**src/rtl/id_operand_stage_if.sv**
```systemverilog
// ID-side instruction bundle and the ID/EX register outputs of the operand stage.
// The slave side is the operand stage; the master side is whoever drives decode and consumes ID/EX.
interface id_operand_stage_if #(
   parameter int XLEN = 32,
   parameter int REGW = 5
);
   logic            in_valid;
   logic [REGW-1:0] in_rs1;
   logic [REGW-1:0] in_rs2;
   logic            in_use_rs1;
   logic            in_use_rs2;
   logic [REGW-1:0] in_rd;
   logic            in_reg_write;
   logic            in_is_load;
   logic            stall;
   logic            out_valid;
   logic [XLEN-1:0] out_op1;
   logic [XLEN-1:0] out_op2;
   logic [REGW-1:0] out_rd;
   logic            out_reg_write;
   logic            out_is_load;

   modport master (
      output in_valid, in_rs1, in_rs2, in_use_rs1, in_use_rs2, in_rd, in_reg_write, in_is_load,
      input  stall, out_valid, out_op1, out_op2, out_rd, out_reg_write, out_is_load
   );

   modport slave (
      input  in_valid, in_rs1, in_rs2, in_use_rs1, in_use_rs2, in_rd, in_reg_write, in_is_load,
      output stall, out_valid, out_op1, out_op2, out_rd, out_reg_write, out_is_load
   );
endinterface

```
**src/rtl/id_operand_stage.sv**
```systemverilog
// Decode operand stage: register-file addressing, EX/MEM/WB forwarding, load-use stall
// detection and the ID/EX pipeline register.
module id_operand_stage #(
   parameter int XLEN = 32,
   parameter int REGW = 5,
   parameter int CNTW = 16
) (
   input  logic                clk,
   input  logic                rst,
   id_operand_stage_if.slave   id,
   input  logic                flush,
   output logic [REGW-1:0]     rf_src1_addr,
   output logic [REGW-1:0]     rf_src2_addr,
   input  logic [XLEN-1:0]     rf_src1_data,
   input  logic [XLEN-1:0]     rf_src2_data,
   input  logic [XLEN-1:0]     ex_result,
   input  logic [REGW-1:0]     mem_rd,
   input  logic                mem_reg_write,
   input  logic [XLEN-1:0]     mem_result,
   input  logic [REGW-1:0]     wb_rd,
   input  logic                wb_write_en,
   input  logic [XLEN-1:0]     wb_data,
   output logic [CNTW-1:0]     stall_count
);

   logic            hazard;
   logic            stall_int;
   logic            ex_fwd_ok;
   logic [XLEN-1:0] op1_sel;
   logic [XLEN-1:0] op2_sel;

   // Youngest producer wins; WB is needed because the register file write lands at the same edge as our read.
   function automatic logic [XLEN-1:0] pick_operand(
      input logic [REGW-1:0] idx,
      input logic [XLEN-1:0] rf_data,
      input logic            ex_ok,
      input logic [REGW-1:0] ex_rd,
      input logic [XLEN-1:0] ex_val,
      input logic            mem_ok,
      input logic [REGW-1:0] m_rd,
      input logic [XLEN-1:0] m_val,
      input logic            wb_ok,
      input logic [REGW-1:0] w_rd,
      input logic [XLEN-1:0] w_val
   );
      logic [XLEN-1:0] result;
      if (idx == '0)
         result = '0;
      else if (ex_ok && ex_rd == idx)
         result = ex_val;
      else if (mem_ok && m_rd == idx)
         result = m_val;
      else if (wb_ok && w_rd == idx)
         result = w_val;
      else
         result = rf_data;
      return result;
   endfunction

   assign rf_src1_addr = id.in_rs1;
   assign rf_src2_addr = id.in_rs2;

   always_comb begin
      hazard    = 1'b0;
      stall_int = 1'b0;
      ex_fwd_ok = id.out_valid & id.out_reg_write & ~id.out_is_load;
      // A load in ID/EX has no data yet, so a dependent reader must wait one cycle for MEM.
      if (id.out_valid && id.out_is_load && id.out_rd != '0 && id.in_valid)
         hazard = (id.in_use_rs1 && id.in_rs1 == id.out_rd) ||
                  (id.in_use_rs2 && id.in_rs2 == id.out_rd);
      stall_int = hazard & ~flush;
      op1_sel = pick_operand(id.in_rs1, rf_src1_data, ex_fwd_ok, id.out_rd, ex_result,
                             mem_reg_write, mem_rd, mem_result, wb_write_en, wb_rd, wb_data);
      op2_sel = pick_operand(id.in_rs2, rf_src2_data, ex_fwd_ok, id.out_rd, ex_result,
                             mem_reg_write, mem_rd, mem_result, wb_write_en, wb_rd, wb_data);
   end

   assign id.stall = stall_int;

   // Flush and stall both insert a bubble; operand/rd fields are left holding since they are ignored while invalid.
   always_ff @(posedge clk) begin
      if (rst) begin
         id.out_valid     <= 1'b0;
         id.out_op1       <= '0;
         id.out_op2       <= '0;
         id.out_rd        <= '0;
         id.out_reg_write <= 1'b0;
         id.out_is_load   <= 1'b0;
         stall_count      <= '0;
      end else if (flush || stall_int) begin
         id.out_valid     <= 1'b0;
         id.out_reg_write <= 1'b0;
         id.out_is_load   <= 1'b0;
         if (stall_int && stall_count != {CNTW{1'b1}})
            stall_count <= stall_count + CNTW'(1);
      end else begin
         id.out_valid     <= id.in_valid;
         id.out_op1       <= op1_sel;
         id.out_op2       <= op2_sel;
         id.out_rd        <= id.in_rd;
         id.out_reg_write <= id.in_valid & id.in_reg_write;
         id.out_is_load   <= id.in_valid & id.in_is_load;
      end
   end

endmodule

```
**src/flat_wrapper.sv**
```systemverilog
// flat-port wrapper written by rule: the top's interface ports become plain ports
module id_operand_stage_flat 
#(
   parameter int XLEN = 32,
   parameter int REGW = 5,
   parameter int CNTW = 16
)
  (clk, rst, flush, rf_src1_addr, rf_src2_addr, rf_src1_data, rf_src2_data, ex_result, mem_rd, mem_reg_write, mem_result, wb_rd, wb_write_en, wb_data, stall_count, id_in_valid, id_in_rs1, id_in_rs2, id_in_use_rs1, id_in_use_rs2, id_in_rd, id_in_reg_write, id_in_is_load, id_stall, id_out_valid, id_out_op1, id_out_op2, id_out_rd, id_out_reg_write, id_out_is_load);
  id_operand_stage_if #(.XLEN(XLEN), .REGW(REGW)) id_i ();
  input  logic clk;
  input  logic rst;
  input  logic flush;
  output logic [REGW-1:0] rf_src1_addr;
  output logic [REGW-1:0] rf_src2_addr;
  input  logic [XLEN-1:0] rf_src1_data;
  input  logic [XLEN-1:0] rf_src2_data;
  input  logic [XLEN-1:0] ex_result;
  input  logic [REGW-1:0] mem_rd;
  input  logic mem_reg_write;
  input  logic [XLEN-1:0] mem_result;
  input  logic [REGW-1:0] wb_rd;
  input  logic wb_write_en;
  input  logic [XLEN-1:0] wb_data;
  output logic [CNTW-1:0] stall_count;
  input wire logic [$bits(id_i.in_valid)-1:0] id_in_valid;
  input wire logic [$bits(id_i.in_rs1)-1:0] id_in_rs1;
  input wire logic [$bits(id_i.in_rs2)-1:0] id_in_rs2;
  input wire logic [$bits(id_i.in_use_rs1)-1:0] id_in_use_rs1;
  input wire logic [$bits(id_i.in_use_rs2)-1:0] id_in_use_rs2;
  input wire logic [$bits(id_i.in_rd)-1:0] id_in_rd;
  input wire logic [$bits(id_i.in_reg_write)-1:0] id_in_reg_write;
  input wire logic [$bits(id_i.in_is_load)-1:0] id_in_is_load;
  output wire logic [$bits(id_i.stall)-1:0] id_stall;
  output wire logic [$bits(id_i.out_valid)-1:0] id_out_valid;
  output wire logic [$bits(id_i.out_op1)-1:0] id_out_op1;
  output wire logic [$bits(id_i.out_op2)-1:0] id_out_op2;
  output wire logic [$bits(id_i.out_rd)-1:0] id_out_rd;
  output wire logic [$bits(id_i.out_reg_write)-1:0] id_out_reg_write;
  output wire logic [$bits(id_i.out_is_load)-1:0] id_out_is_load;
  assign id_i.in_valid = id_in_valid;
  assign id_i.in_rs1 = id_in_rs1;
  assign id_i.in_rs2 = id_in_rs2;
  assign id_i.in_use_rs1 = id_in_use_rs1;
  assign id_i.in_use_rs2 = id_in_use_rs2;
  assign id_i.in_rd = id_in_rd;
  assign id_i.in_reg_write = id_in_reg_write;
  assign id_i.in_is_load = id_in_is_load;
  assign id_stall = id_i.stall;
  assign id_out_valid = id_i.out_valid;
  assign id_out_op1 = id_i.out_op1;
  assign id_out_op2 = id_i.out_op2;
  assign id_out_rd = id_i.out_rd;
  assign id_out_reg_write = id_i.out_reg_write;
  assign id_out_is_load = id_i.out_is_load;
  id_operand_stage #(.XLEN(XLEN), .REGW(REGW), .CNTW(CNTW)) u_core (.clk(clk), .rst(rst), .id(id_i), .flush(flush), .rf_src1_addr(rf_src1_addr), .rf_src2_addr(rf_src2_addr), .rf_src1_data(rf_src1_data), .rf_src2_data(rf_src2_data), .ex_result(ex_result), .mem_rd(mem_rd), .mem_reg_write(mem_reg_write), .mem_result(mem_result), .wb_rd(wb_rd), .wb_write_en(wb_write_en), .wb_data(wb_data), .stall_count(stall_count));
endmodule
```
**config.mk**
```make
export PLATFORM = sky130hd
export DESIGN_NAME = id_operand_stage_flat
export DESIGN_NICKNAME = d
export VERILOG_FILES = /design/src/rtl/id_operand_stage_if.sv /design/src/rtl/id_operand_stage.sv /design/src/flat_wrapper.sv
export SDC_FILE = /design/constraint.sdc
export NUM_CORES = 1
export LEC_CHECK = 0
export CORE_MARGIN = 10
export CORE_UTILIZATION = 40
export DETAILED_ROUTE_END_ITERATION = 10
export PLACE_DENSITY = 0.83
export SYNTH_ARGS = -nofsm -noshare
export SYNTH_HDL_FRONTEND = slang
export SYNTH_SLANG_ARGS = --single-unit
```
**constraint.sdc**
```tcl
create_clock -name clk -period 2.3 [get_ports clk]
set_input_delay 0.575 -clock clk [delete_from_list [all_inputs] [get_ports clk]]
set_output_delay 0.575 -clock clk [all_outputs]
set_load 0.005 [all_outputs]
```
==> metrics.md <==
| Metric | Value |
|---|---|
| Reported net switching power | 1.31 mW |
| Area delta synth->final | 101% |
| Vias post-DR | 7676 |
| Non-filler instance count after layout | 1140 |
| Die area | 18300 sq um |
| Launching point of the worst reg2reg path | u_core.id.out_rd[3] |
| HP Class | flop to flop |
| GR Util All Layers | 32.2% |
| Final worst slack | -0.108 ns |
| Largest family of logic cells by synthesized area | compound AO/OA/AOI/OAI gates |
| Setup CP Type | primary input to primary output |
| Required time of the critical path | 1.73 ns |
| Share of layout cells above drive strength 1 | 26.6% |
| Register area share after synthesis | 33.1% |
| Initial DRC count | 1148 |
| Die H | 135 um |
| Power Dens Cells | 462 nW/um^2 |
| Nets | 1153 |
| Cts hold-fix bufs | 0 |
| Hold_sp | u_core.id.out_op2[9] |
| Post-synthesis compound-gate area fraction | 41.6% |
| Ports | 294 |
| Netlist cell types | 36 |
| Xor/xnor share of the synthesized area | 5.10% |
| Mux share of post-synthesis cell area | 0.940% |
| Post-route minimum period | 2.41 ns |
| Design Area, Final | 10700 sq um |
| Mapped cell area | 5330 sq um |
| First-pass GRT wire length | 46100 um |
| Syn. warnings | 0 |
| Synth async-reset ratio | 0% |
| Synth Area in Simple Gates | 12.2% |
| Post-route ant nets | 0 |
| Register bit count reported by yosys | 88 |
| Rows | 42 |
| Worst r2r path cells | 11 |
| Commonest non-fill, non-tap cells in the layout | 271 x clkdlybuf4s50_1, 83 x dfxtp_1, 72 x buf_4 |
| Crit start category | primary input |
| Commonest non-fill, non-tap cell in the layout | clkdlybuf4s50_1 |
| Final Max Tran Viols | 0 |
| Initial core utilization | 40.5% |
| Final Hold Fails | 0 |
| DP Worst Slack | -0.782 ns |
| Post-Synth Adder-Cell Area | 0.235% |
| EDFF count, synth | 0 |
| Total negative slack | -0.452 ns |
| Part of the power in combinational logic | 28.6% |
| Register share of total power | 33.6% |
| Avg WL per Cell | 30.1 um |
| Final Cycle Share | 105% |
| Failing checks | setup timing |
| Cells on Worst Hold Path | 1 |
| Final setup fails | 10 |
| Core Box Area | 13100 sq um |
| Mean Syn Cell Area | 8.73 sq um |
| Max Cap Violations | 0 |
| CTS tree | yes |
| First-pass detailed-route iteration total | 7 |
| RSZ-0062 raised after global routing | yes |
| Num CTS Buffers | 9 |
| Placed inst area | 8880 sq um |
| Dominant synthesized flop cell | dfxtp_1 |
| Syn nets | 806 |
| Reg2Reg Setup Slack | -0.04 ns |
| Initial antenna violation count | 3 |
| Die Span X | 135 um |
| Outcome | finished, violations left |
| CTS Root Cell | clkbuf_16 |
| HPWL after DPL | 21000 um |
| Final WL | 34300 um |
| Switching share of power | 26.3% |
| Leak pwr | 4.03 nW |
| Reg2Reg Capture Point | u_core.id.out_op1[10] |
| Worst Tran Pin Value | 0.572 ns |
| Clock transition at the registers of the reported paths | 0.07 ns |
| Total clock sinks | 88 |
| Placed insts | 1077 |
| H-tree lvl count | 3 |
| Vias per cell | 6.73 |
| CP Capture Type | primary output |
| Largest net degree at the start of global routing | 33 |
| Worst Hold End | u_core.id.out_op2[9] |
| Vias in the first global route | 7511 |
| FMAX | 415 MHz |
| Clock buffer depth | 2 |
| Worst VDD drop | 0.000419 V |
| Grt ovf | 0 |
| Clock group share of total power | 37.8% |
| Port Buffer Count | 293 |
| Clk_lat worst skew | 0.36 ns |
| Critical Path AT | 1.83 ns |
| Slew margin rel. | 61.6% |
| Peak fanout along the critical path | 3 |
| Mapped Cells | 610 |
| Internal Power | 3.65 mW |
| RePlAce Congestion | 0.937 |
| Worst Skew | 0.0106 ns |
| Drt drc | 0 |
| Hold slack | 0.467 ns |
registers in the layout, indices dropped and copies added (netlist names):
register and count:
u_core.id.out_op1 32, u_core.id.out_op2 32, u_core.stall_count 16, u_core.id.out_rd 5
u_core.id.out_is_load 1, u_core.id.out_reg_write 1, u_core.id.out_valid 1
area by class of cell:
type                            count  area (sq um)
Timing Repair Buffer              412          4410
Multi-Input combinational cell    442          3940
Fill cell                         720          2410
Sequential cell                    88          1780
Clock buffer                       10           239
Tap cell                          176           220
Clock inverter                      5           129
Inverter                            4          15.0
Antenna cell                        3          7.51
metrics by stage:
| step | utilization (%) | power (mW) |
|---|---|---|
| 6_report | 81.7 | 4.96 |
| 5_1_grt | 81.7 | 5.06 |
| 4_1_cts | 76.6 | 4.78 |
| 3_5_place_dp | 67.6 | 2.80 |
| 3_3_place_gp | 67.6 | 2.79 |
| 2_1_floorplan | - | 2.06 |
layer usage:
layer	GRT usage, %	vias to the layer above	wire (um)
met5	0	-	0
met3	9.31	185	4310
met2	51.8	741	15800
li1	-	3136	-
met4	16.4	0	2190
met1	38.3	3614	12100
timing repair:
action                     4_1_cts  5_1_grt
pin swaps                       42       35
buffers inserted                34        2
gates resized for setup        106      127
setup endpoints to repair       87       83
cloned                           8        7
worst max-delay path by stage:
| stage | start | to |
|---|---|---|
| 4_1_cts | id_in_rs2[4] | u_core.stall_count[1] |
| 3_5_place_dp | id_in_rs1[0] | u_core.id.out_op1[22] |
| 3_3_place_gp | id_in_rs1[0] | u_core.id.out_op1[22] |
| 6_report | id_in_rs1[2] | id_stall |
| 5_1_grt | u_core.id.out_rd[1] | id_stall |
| 2_1_floorplan | id_in_rs2[4] | id_stall |
power groups by stage:
stage / Sequential [mW] / Combinational [mW] / Clock (mW)
final: 1.67 / 1.42 / 1.87
after floorplan: 1.69 / 0.363 / 0
after detailed placement: 1.69 / 1.11 / 0
after global placement: 1.69 / 1.10 / 0
after CTS: 1.66 / 1.26 / 1.85
after global routing: 1.67 / 1.47 / 1.92
cell usage after synthesis (2+ instances only):
| cell type | number | area share (%) |
|---|---|---|
| dfxtp_1 | 88 | 33 |
| o21ai_0 | 74 | 7.0 |
| a221oi_1 | 64 | 11 |
| a2bb2oi_1 | 64 | 11 |
| o2bb2ai_1 | 64 | 11 |
| clkbuf_1 | 51 | 3.6 |
| and2_1 | 36 | 4.2 |
| xor2_1 | 18 | 3.0 |
| a21oi_1 | 15 | 1.4 |
| nand3_1 | 15 | 1.4 |
| buf_2 | 14 | 1.3 |
| nor2_1 | 14 | 0.99 |
| xnor2_1 | 13 | 2.1 |
| or3_1 | 12 | 1.4 |
| buf_4 | 10 | 1.4 |
| and3_1 | 8 | 0.94 |
| nand4_1 | 7 | 0.82 |
| nand2_1 | 6 | 0.42 |
| mux2i_1 | 5 | 0.94 |
| inv_1 | 4 | 0.28 |
| nor3_1 | 4 | 0.38 |
| o31ai_1 | 4 | 0.56 |
| or4_1 | 4 | 0.56 |
| a211o_1 | 2 | 0.33 |
| nor3_2 | 2 | 0.38 |
| nor4_1 | 2 | 0.23 |
cells by family (layout without fill, tap and decap cells):
family | after synthesis | in the layout
simple gates | 113 | 113
flops | 88 | 88
other cells | 0 | 3
mux | 5 | 5
buf+inv | 80 | 431
xor+xnor | 31 | 31
fa+ha+maj | 1 | 1
compound gates | 292 | 292
worst max-delay path: stages:
cell and delay [ns]:
clkdlybuf4s15_1 0.27, xor2_1 0.20, nor2_1 0.21, nand4_1 0.18, a21o_1 0.23, inv_2 0.08
buf_6 0.09
Power figures use the tool's default switching activity.
